<file path="src/rtl/ex_mem_stage_reg_pkg.sv">
// Shared constants and types for the EX->MEM pipeline stage register.
package ex_mem_stage_reg_pkg;

    localparam int unsigned DATA_W_DEF = 32;
    localparam int unsigned REG_AW_DEF = 5;
    localparam int unsigned CTRL_W_DEF = 4;

    // Control-bit positions within the ctrl vector
    localparam int unsigned CTRL_WBSRC    = 0;
    localparam int unsigned CTRL_REGWRITE = 1;
    localparam int unsigned CTRL_MEMWRITE = 2;
    localparam int unsigned CTRL_MEMREAD  = 3;

    // Occupancy of the main/skid entry pair
    typedef enum logic [1:0] {
        ST_EMPTY = 2'd0,
        ST_FULL  = 2'd1,
        ST_SKID  = 2'd2
    } stage_state_e;

endpackage

</file>
<file path="src/rtl/ex_mem_stage_reg_if.sv">
// EX->MEM handshake bus: EX drives in_* and out_ready, the stage drives in_ready and out_*.
interface ex_mem_stage_reg_if #(
    parameter int unsigned DATA_W = ex_mem_stage_reg_pkg::DATA_W_DEF,
    parameter int unsigned REG_AW = ex_mem_stage_reg_pkg::REG_AW_DEF,
    parameter int unsigned CTRL_W = ex_mem_stage_reg_pkg::CTRL_W_DEF
);
    logic              in_valid;
    logic              in_ready;
    logic [CTRL_W-1:0] in_ctrl;
    logic [DATA_W-1:0] in_alu_result;
    logic [DATA_W-1:0] in_store_data;
    logic [REG_AW-1:0] in_rd;
    logic [REG_AW-1:0] in_rs2;

    logic              out_valid;
    logic              out_ready;
    logic [CTRL_W-1:0] out_ctrl;
    logic [DATA_W-1:0] out_alu_result;
    logic [DATA_W-1:0] out_store_data;
    logic [REG_AW-1:0] out_rd;
    logic [REG_AW-1:0] out_rs2;

    modport master (
        output in_valid, in_ctrl, in_alu_result, in_store_data, in_rd, in_rs2, out_ready,
        input  in_ready, out_valid, out_ctrl, out_alu_result, out_store_data, out_rd, out_rs2
    );

    modport slave (
        input  in_valid, in_ctrl, in_alu_result, in_store_data, in_rd, in_rs2, out_ready,
        output in_ready, out_valid, out_ctrl, out_alu_result, out_store_data, out_rd, out_rs2
    );
endinterface

</file>
<file path="src/rtl/ex_mem_stage_reg_entry.sv">
// One pipeline entry: valid, control and payload. Clearing drops valid and ctrl but keeps the payload.
module ex_mem_stage_reg_entry #(
    parameter int unsigned CTRL_W    = 4,
    parameter int unsigned PAYLOAD_W = 74
) (
    input  logic                 clk,
    input  logic                 reset,
    input  logic                 load,
    input  logic                 clear,
    input  logic [CTRL_W-1:0]    d_ctrl,
    input  logic [PAYLOAD_W-1:0] d_payload,
    output logic                 valid,
    output logic [CTRL_W-1:0]    ctrl,
    output logic [PAYLOAD_W-1:0] payload
);

    // Clear wins over load so flush squashes a concurrent accept
    always_ff @(posedge clk or negedge reset) begin
        if (!reset) begin
            valid   <= 1'b0;
            ctrl    <= '0;
            payload <= '0;
        end else if (clear) begin
            valid <= 1'b0;
            ctrl  <= '0;
        end else if (load) begin
            valid   <= 1'b1;
            ctrl    <= d_ctrl;
            payload <= d_payload;
        end
    end

endmodule

</file>
<file path="src/rtl/ex_mem_stage_reg.sv">
// EX->MEM stage register with valid/ready handshake, flush, bubble clearing and optional skid entry.
module ex_mem_stage_reg #(
    parameter int unsigned DATA_W  = ex_mem_stage_reg_pkg::DATA_W_DEF,
    parameter int unsigned REG_AW  = ex_mem_stage_reg_pkg::REG_AW_DEF,
    parameter int unsigned CTRL_W  = ex_mem_stage_reg_pkg::CTRL_W_DEF,
    parameter bit          SKID_EN = 1'b1
) (
    input  logic             clk,
    input  logic             reset,
    input  logic             flush,
    ex_mem_stage_reg_if.slave bus
);
    import ex_mem_stage_reg_pkg::*;

    localparam int unsigned PAYLOAD_W = 2 * DATA_W + 2 * REG_AW;

    stage_state_e         state, state_next;
    logic                 accept_c, drain_c, ready;
    logic                 main_load, main_clear, main_from_skid;
    logic                 skid_load, skid_clear;
    logic                 main_valid, skid_valid;
    logic [CTRL_W-1:0]    main_ctrl, skid_ctrl;
    logic [PAYLOAD_W-1:0] main_payload, skid_payload, in_payload;

    assign in_payload = {bus.in_alu_result, bus.in_store_data, bus.in_rd, bus.in_rs2};
    assign accept_c   = bus.in_valid & ready;
    assign drain_c    = main_valid & bus.out_ready;

    always_ff @(posedge clk or negedge reset) begin
        if (!reset) state <= ST_EMPTY;
        else        state <= state_next;
    end

    // Next-state and entry enables; flush overrides any handshake activity
    always_comb begin
        state_next     = state;
        main_load      = 1'b0;
        main_clear     = 1'b0;
        main_from_skid = 1'b0;
        skid_load      = 1'b0;
        skid_clear     = 1'b0;
        if (flush) begin
            state_next = ST_EMPTY;
            main_clear = 1'b1;
            skid_clear = 1'b1;
        end else begin
            case (state)
                ST_EMPTY: if (accept_c) begin
                    main_load  = 1'b1;
                    state_next = ST_FULL;
                end
                ST_FULL: begin
                    if (accept_c && drain_c) begin
                        main_load = 1'b1;
                    end else if (accept_c) begin
                        skid_load  = 1'b1;
                        state_next = ST_SKID;
                    end else if (drain_c) begin
                        main_clear = 1'b1;
                        state_next = ST_EMPTY;
                    end
                end
                ST_SKID: if (drain_c) begin
                    main_load      = 1'b1;
                    main_from_skid = 1'b1;
                    skid_clear     = 1'b1;
                    state_next     = ST_FULL;
                end
                default: state_next = ST_EMPTY;
            endcase
        end
    end

    ex_mem_stage_reg_entry #(.CTRL_W(CTRL_W), .PAYLOAD_W(PAYLOAD_W)) u_main (
        .clk       (clk),
        .reset     (reset),
        .load      (main_load),
        .clear     (main_clear),
        .d_ctrl    (main_from_skid ? skid_ctrl : bus.in_ctrl),
        .d_payload (main_from_skid ? skid_payload : in_payload),
        .valid     (main_valid),
        .ctrl      (main_ctrl),
        .payload   (main_payload)
    );

    // Skid entry makes in_ready a pure register; without it ready looks through to out_ready
    generate
        if (SKID_EN) begin : g_skid
            ex_mem_stage_reg_entry #(.CTRL_W(CTRL_W), .PAYLOAD_W(PAYLOAD_W)) u_skid (
                .clk       (clk),
                .reset     (reset),
                .load      (skid_load),
                .clear     (skid_clear),
                .d_ctrl    (bus.in_ctrl),
                .d_payload (in_payload),
                .valid     (skid_valid),
                .ctrl      (skid_ctrl),
                .payload   (skid_payload)
            );
            assign ready = ~skid_valid;
        end else begin : g_no_skid
            logic skid_unused;
            assign skid_valid   = 1'b0;
            assign skid_ctrl    = '0;
            assign skid_payload = '0;
            assign skid_unused  = skid_load ^ skid_clear ^ skid_valid;
            assign ready        = ~main_valid | bus.out_ready;
        end
    endgenerate

    assign bus.in_ready  = ready;
    assign bus.out_valid = main_valid;
    assign bus.out_ctrl  = main_ctrl;
    assign {bus.out_alu_result, bus.out_store_data, bus.out_rd, bus.out_rs2} = main_payload;

endmodule
</file>
<file path="src/flat_wrapper.sv">
// flat-port wrapper written by rule: the top's interface ports become plain ports
module ex_mem_stage_reg_flat import ex_mem_stage_reg_pkg::*;
#(
    parameter int unsigned DATA_W  = ex_mem_stage_reg_pkg::DATA_W_DEF,
    parameter int unsigned REG_AW  = ex_mem_stage_reg_pkg::REG_AW_DEF,
    parameter int unsigned CTRL_W  = ex_mem_stage_reg_pkg::CTRL_W_DEF,
    parameter bit          SKID_EN = 1'b1
)
  (clk, reset, flush, bus_in_valid, bus_in_ctrl, bus_in_alu_result, bus_in_store_data, bus_in_rd, bus_in_rs2, bus_out_ready, bus_in_ready, bus_out_valid, bus_out_ctrl, bus_out_alu_result, bus_out_store_data, bus_out_rd, bus_out_rs2);
  ex_mem_stage_reg_if #(.DATA_W(DATA_W), .REG_AW(REG_AW), .CTRL_W(CTRL_W)) bus_i ();
  input  logic clk;
  input  logic reset;
  input  logic flush;
  input wire logic [$bits(bus_i.in_valid)-1:0] bus_in_valid;
  input wire logic [$bits(bus_i.in_ctrl)-1:0] bus_in_ctrl;
  input wire logic [$bits(bus_i.in_alu_result)-1:0] bus_in_alu_result;
  input wire logic [$bits(bus_i.in_store_data)-1:0] bus_in_store_data;
  input wire logic [$bits(bus_i.in_rd)-1:0] bus_in_rd;
  input wire logic [$bits(bus_i.in_rs2)-1:0] bus_in_rs2;
  input wire logic [$bits(bus_i.out_ready)-1:0] bus_out_ready;
  output wire logic [$bits(bus_i.in_ready)-1:0] bus_in_ready;
  output wire logic [$bits(bus_i.out_valid)-1:0] bus_out_valid;
  output wire logic [$bits(bus_i.out_ctrl)-1:0] bus_out_ctrl;
  output wire logic [$bits(bus_i.out_alu_result)-1:0] bus_out_alu_result;
  output wire logic [$bits(bus_i.out_store_data)-1:0] bus_out_store_data;
  output wire logic [$bits(bus_i.out_rd)-1:0] bus_out_rd;
  output wire logic [$bits(bus_i.out_rs2)-1:0] bus_out_rs2;
  assign bus_i.in_valid = bus_in_valid;
  assign bus_i.in_ctrl = bus_in_ctrl;
  assign bus_i.in_alu_result = bus_in_alu_result;
  assign bus_i.in_store_data = bus_in_store_data;
  assign bus_i.in_rd = bus_in_rd;
  assign bus_i.in_rs2 = bus_in_rs2;
  assign bus_i.out_ready = bus_out_ready;
  assign bus_in_ready = bus_i.in_ready;
  assign bus_out_valid = bus_i.out_valid;
  assign bus_out_ctrl = bus_i.out_ctrl;
  assign bus_out_alu_result = bus_i.out_alu_result;
  assign bus_out_store_data = bus_i.out_store_data;
  assign bus_out_rd = bus_i.out_rd;
  assign bus_out_rs2 = bus_i.out_rs2;
  ex_mem_stage_reg #(.DATA_W(DATA_W), .REG_AW(REG_AW), .CTRL_W(CTRL_W), .SKID_EN(SKID_EN)) u_core (.clk(clk), .reset(reset), .flush(flush), .bus(bus_i));
endmodule
</file>
<file path="config.mk">
export PLATFORM = sky130hd
export DESIGN_NAME = ex_mem_stage_reg_flat
export DESIGN_NICKNAME = d
export VERILOG_FILES = /design/src/rtl/ex_mem_stage_reg_pkg.sv /design/src/rtl/ex_mem_stage_reg_if.sv /design/src/rtl/ex_mem_stage_reg_entry.sv /design/src/rtl/ex_mem_stage_reg.sv /design/src/flat_wrapper.sv
export SDC_FILE = /design/constraint.sdc
export NUM_CORES = 1
export LEC_CHECK = 0
export ABC_CLOCK_PERIOD_IN_PS = 4500
export BUFFER_PORTS_ARGS = -buffer_cell sky130_fd_sc_hd__buf_2
export CAP_MARGIN = 10
export CORE_UTILIZATION = 59
export DETAILED_ROUTE_END_ITERATION = 10
export MAX_ROUTING_LAYER = met4
export PLACE_DENSITY = 0.83
export SYNTH_ARGS = -nofsm -noshare
export SYNTH_HDL_FRONTEND = slang
export SYNTH_SLANG_ARGS = --single-unit
</file>
<file path="constraint.sdc">
create_clock -name clk -period 4.5 [get_ports clk]
set_input_delay 0.45 -clock clk [delete_from_list [all_inputs] [get_ports clk]]
set_output_delay 0.45 -clock clk [all_outputs]
set_load 0.005 [all_outputs]
</file>
==> impl_metrics.py <==
metrics = {
    "timing": {
        "worstMarginPinSlew_ns": 1.11,
        "period_needed_ns": 2.41,
        "fin_setup_tns_ns": 0,
        "hold_violations": 0,
        "slew_violations": 0,
        "grt_setup_unrepaired": "false",
        "max_freq_mhz": 415,
        "maxSlewHeadroom": 0.258,
        "skew_ns": 0.00710,
        "finalSetupViolCount": 0,
        "fin_crit_sh": 0.535,
    },
    "route": {
        "met1Wirelength_um": 7560,
        "viasPerCell": 6.18,
        "firstDrtPassIters": 4,
        "drc": 0,
        "met3_length_um": 925,
        "drtAntennaViolNets": 0,
        "finalWirelength_um": 17200,
        "route.met2.wl_um": 8530,
        "top_layer": "met4",
        "wl_per_cell_um": 19.8,
        "vias": 5369,
        "drt-initial-drc-count": 354,
    },
    "floorplan": {
        "fp.dieH_um": 114,
        "fp.dieW_um": 114,
        "core-area_um2": 12100,
        "initial_utilization": 0.610,
        "die-area_um2": 13000,
        "num_rows": 40,
        "pin_count": 163,
    },
    "synthesis": {
        "ys_ff_latch": 160,
        "yosysWarnings": 0,
        "syn_area_um2": 7390,
        "synth_ff_type": "dfrtp_1",
        "ys_seq_area_frac": 0.542,
        "postSynth.asyncResetShare": 1.00,
        "synth_edf_count": 0,
        "syn_inst": 556,
        "synth_cell_types": 36,
        "postSynthAreaPerCell_um2": 13.3,
        "synth.net_count": 639,
    },
    "critical_path": {
        "rrSetupSlack_ns": 2.09,
        "cp-start-kind": "flip-flop",
        "cp-startpoint": "u_core.state[1]",
        "crit_family": "simple AND/OR/NAND/NOR gates",
        "crit_path_end_kind": "flip-flop",
        "crit_required_ns": 4.80,
        "path_max_fanout": 79,
        "worst_ep_arrival_time_ns": 2.71,
        "r2r-start": "u_core.state[1]",
        "cp_num_buf_inv": 0,
        "critPathMaxStageDelay_ns": 0.85,
        "path_cells": "and4bb_4 > and2_4 > mux2_2",
        "path_class": "flip-flop to flip-flop",
        "critPathSlowestCell": "and2_4",
        "worstReg2RegEnd": "u_core.g_skid.u_skid.payload[5]",
        "rr_worst_depth": 3,
    },
    "power": {
        "vdd_ir_drop_max_mv": 0.326,
        "power_density_nw_per_um2": 562,
        "leakage_nw": 3.82,
    },
    "place": {
        "postPlaceCellArea_um2": 8160,
        "port_buffers": 162,
        "place.gp.congestion": 0.801,
        "place_inst": 836,
        "dp_hpwl_um": 10700,
    },
    "global_routing": {
        "overflow": 0,
        "antenna_found_initial": 1,
        "grt_start_max_net_pins": 87,
        "grt_pass1_vias": 5530,
        "grtUsageTotal": 0.285,
        "grt_pass1_wl_um": 27800,
    },
    "layout": {
        "post-route-util": 0.727,
        "syn_to_final_growth_pct": 19.1,
        "final_common_cell": "buf_2",
        "final_net_count": 770,
        "final_area_um2": 8810,
        "drive_gt1_frac": 0.514,
        "mostFrequentLayoutCells": "buf_2 (161), dfrtp_1 (159), or2_2 (74), o32a_1 (74), o22a_1 (74)",
        "stdcell_count": 869,
    },
    "worst_hold_path": {
        "hold_path.class": "input pin to async pin",
    },
    "clock_network": {
        "clk_path_buf_depth": 2,
        "post_cts_buffers": 0,
        "clockRootBuffer": "clkbuf_16",
        "htree_levels": 4,
        "insertion_delay_ns": 0.42,
        "numCtsBuffers": 17,
        "cts_tree": "done",
        "cts_hold_buf": 0,
        "cts.sinks": 160,
        "cts_resized": 0,
        "path_clk_slew_ns": 0.06,
    },
    "flow_run": {
        "maxCapViolCount": 0,
    },
    "outcome": {
        "outcome": "completed",
    },
}
report_power, final:
part           internal (W)  switching (W)  leakage [nW]
sequential          0.00196       0.000305          1.86
clock              0.000981       0.000573         0.305
combinational      0.000699       0.000439          1.65
worst max-delay path by stage:
stage                                       endpoint  slack [ns]  cells after the start
floorplan           u_core.g_skid.u_skid.payload[14]        2.81                      7
global placement           u_core.u_main.payload[33]        2.16                      6
detailed placement         u_core.u_main.payload[32]        2.09                      6
CTS                 u_core.g_skid.u_skid.payload[43]        2.12                      3
global route                   u_core.u_main.ctrl[0]        1.98                      4
finish               u_core.g_skid.u_skid.payload[5]        2.09                      3
synthesized netlist by cell type (all sizes together) (2+ instances only):
library cell | instances | area (um2)
a22o | 4 | 35.0
o22a | 74 | 648
dfrtp | 160 | 4000
buf | 33 | 258
and4b | 2 | 20.0
nor2 | 4 | 15.0
clkbuf | 28 | 105
o32a | 74 | 741
or2 | 75 | 469
o21a | 2 | 15.0
mux2 | 74 | 852
a221o | 4 | 40.0
a211oi | 2 | 15.0
nor3b | 4 | 30.0
per-stage QoR:
stage                     hold slack, ns  setup slack (ns)  power, W
final                             0.0575              2.09   0.00495
after global routing               0.132              1.98   0.00519
after CTS                         0.0852              2.12   0.00498
after detailed placement           0.488              2.09   0.00341
after global placement             0.475              2.16   0.00332
after floorplan                    0.154              2.81   0.00297
routing by layer:
| metal | GRT usage | up-vias |
|---|---|---|
| met4 | 0.0883 | 0 |
| met1 | 0.378 | 2757 |
| met2 | 0.447 | 186 |
| met3 | 0.0553 | 20 |
| met5 | - | - |
| li1 | - | 2406 |
flip-flops by register name, summed over array words and instances (netlist names):
register,count
u_core.u_main.valid,1
u_core.u_main.ctrl,4
u_core.state,2
u_core.g_skid.u_skid.payload,74
u_core.u_main.payload,74
u_core.g_skid.u_skid.ctrl,4
u_core.g_skid.u_skid.valid,1
area by class of cell:
cell class	count	area (um2)
antenna	1	2.50
tap	168	210
timing repair buffer	173	900
sequential	160	4010
clock buffer	17	425
inverter	1	3.75
multi-input combinational	334	3040
fill	842	3300
clock inverter	15	218
cell families (layout without fill, tap and decap cells):
family / count (synthesis) / after routing / share of synthesized area
AO/OA/AOI/OAI: 164 / 164 / 0.208
XOR/XNOR: 1 / 1 / 0.00118
buffers and inverters: 62 / 206 / 0.0496
flip-flops: 160 / 160 / 0.542
multiplexers: 74 / 74 / 0.115
other: 0 / 1 / 0
AND/OR/NAND/NOR: 95 / 95 / 0.0848
No activity file was read; power rests on OpenSTA's default activity.
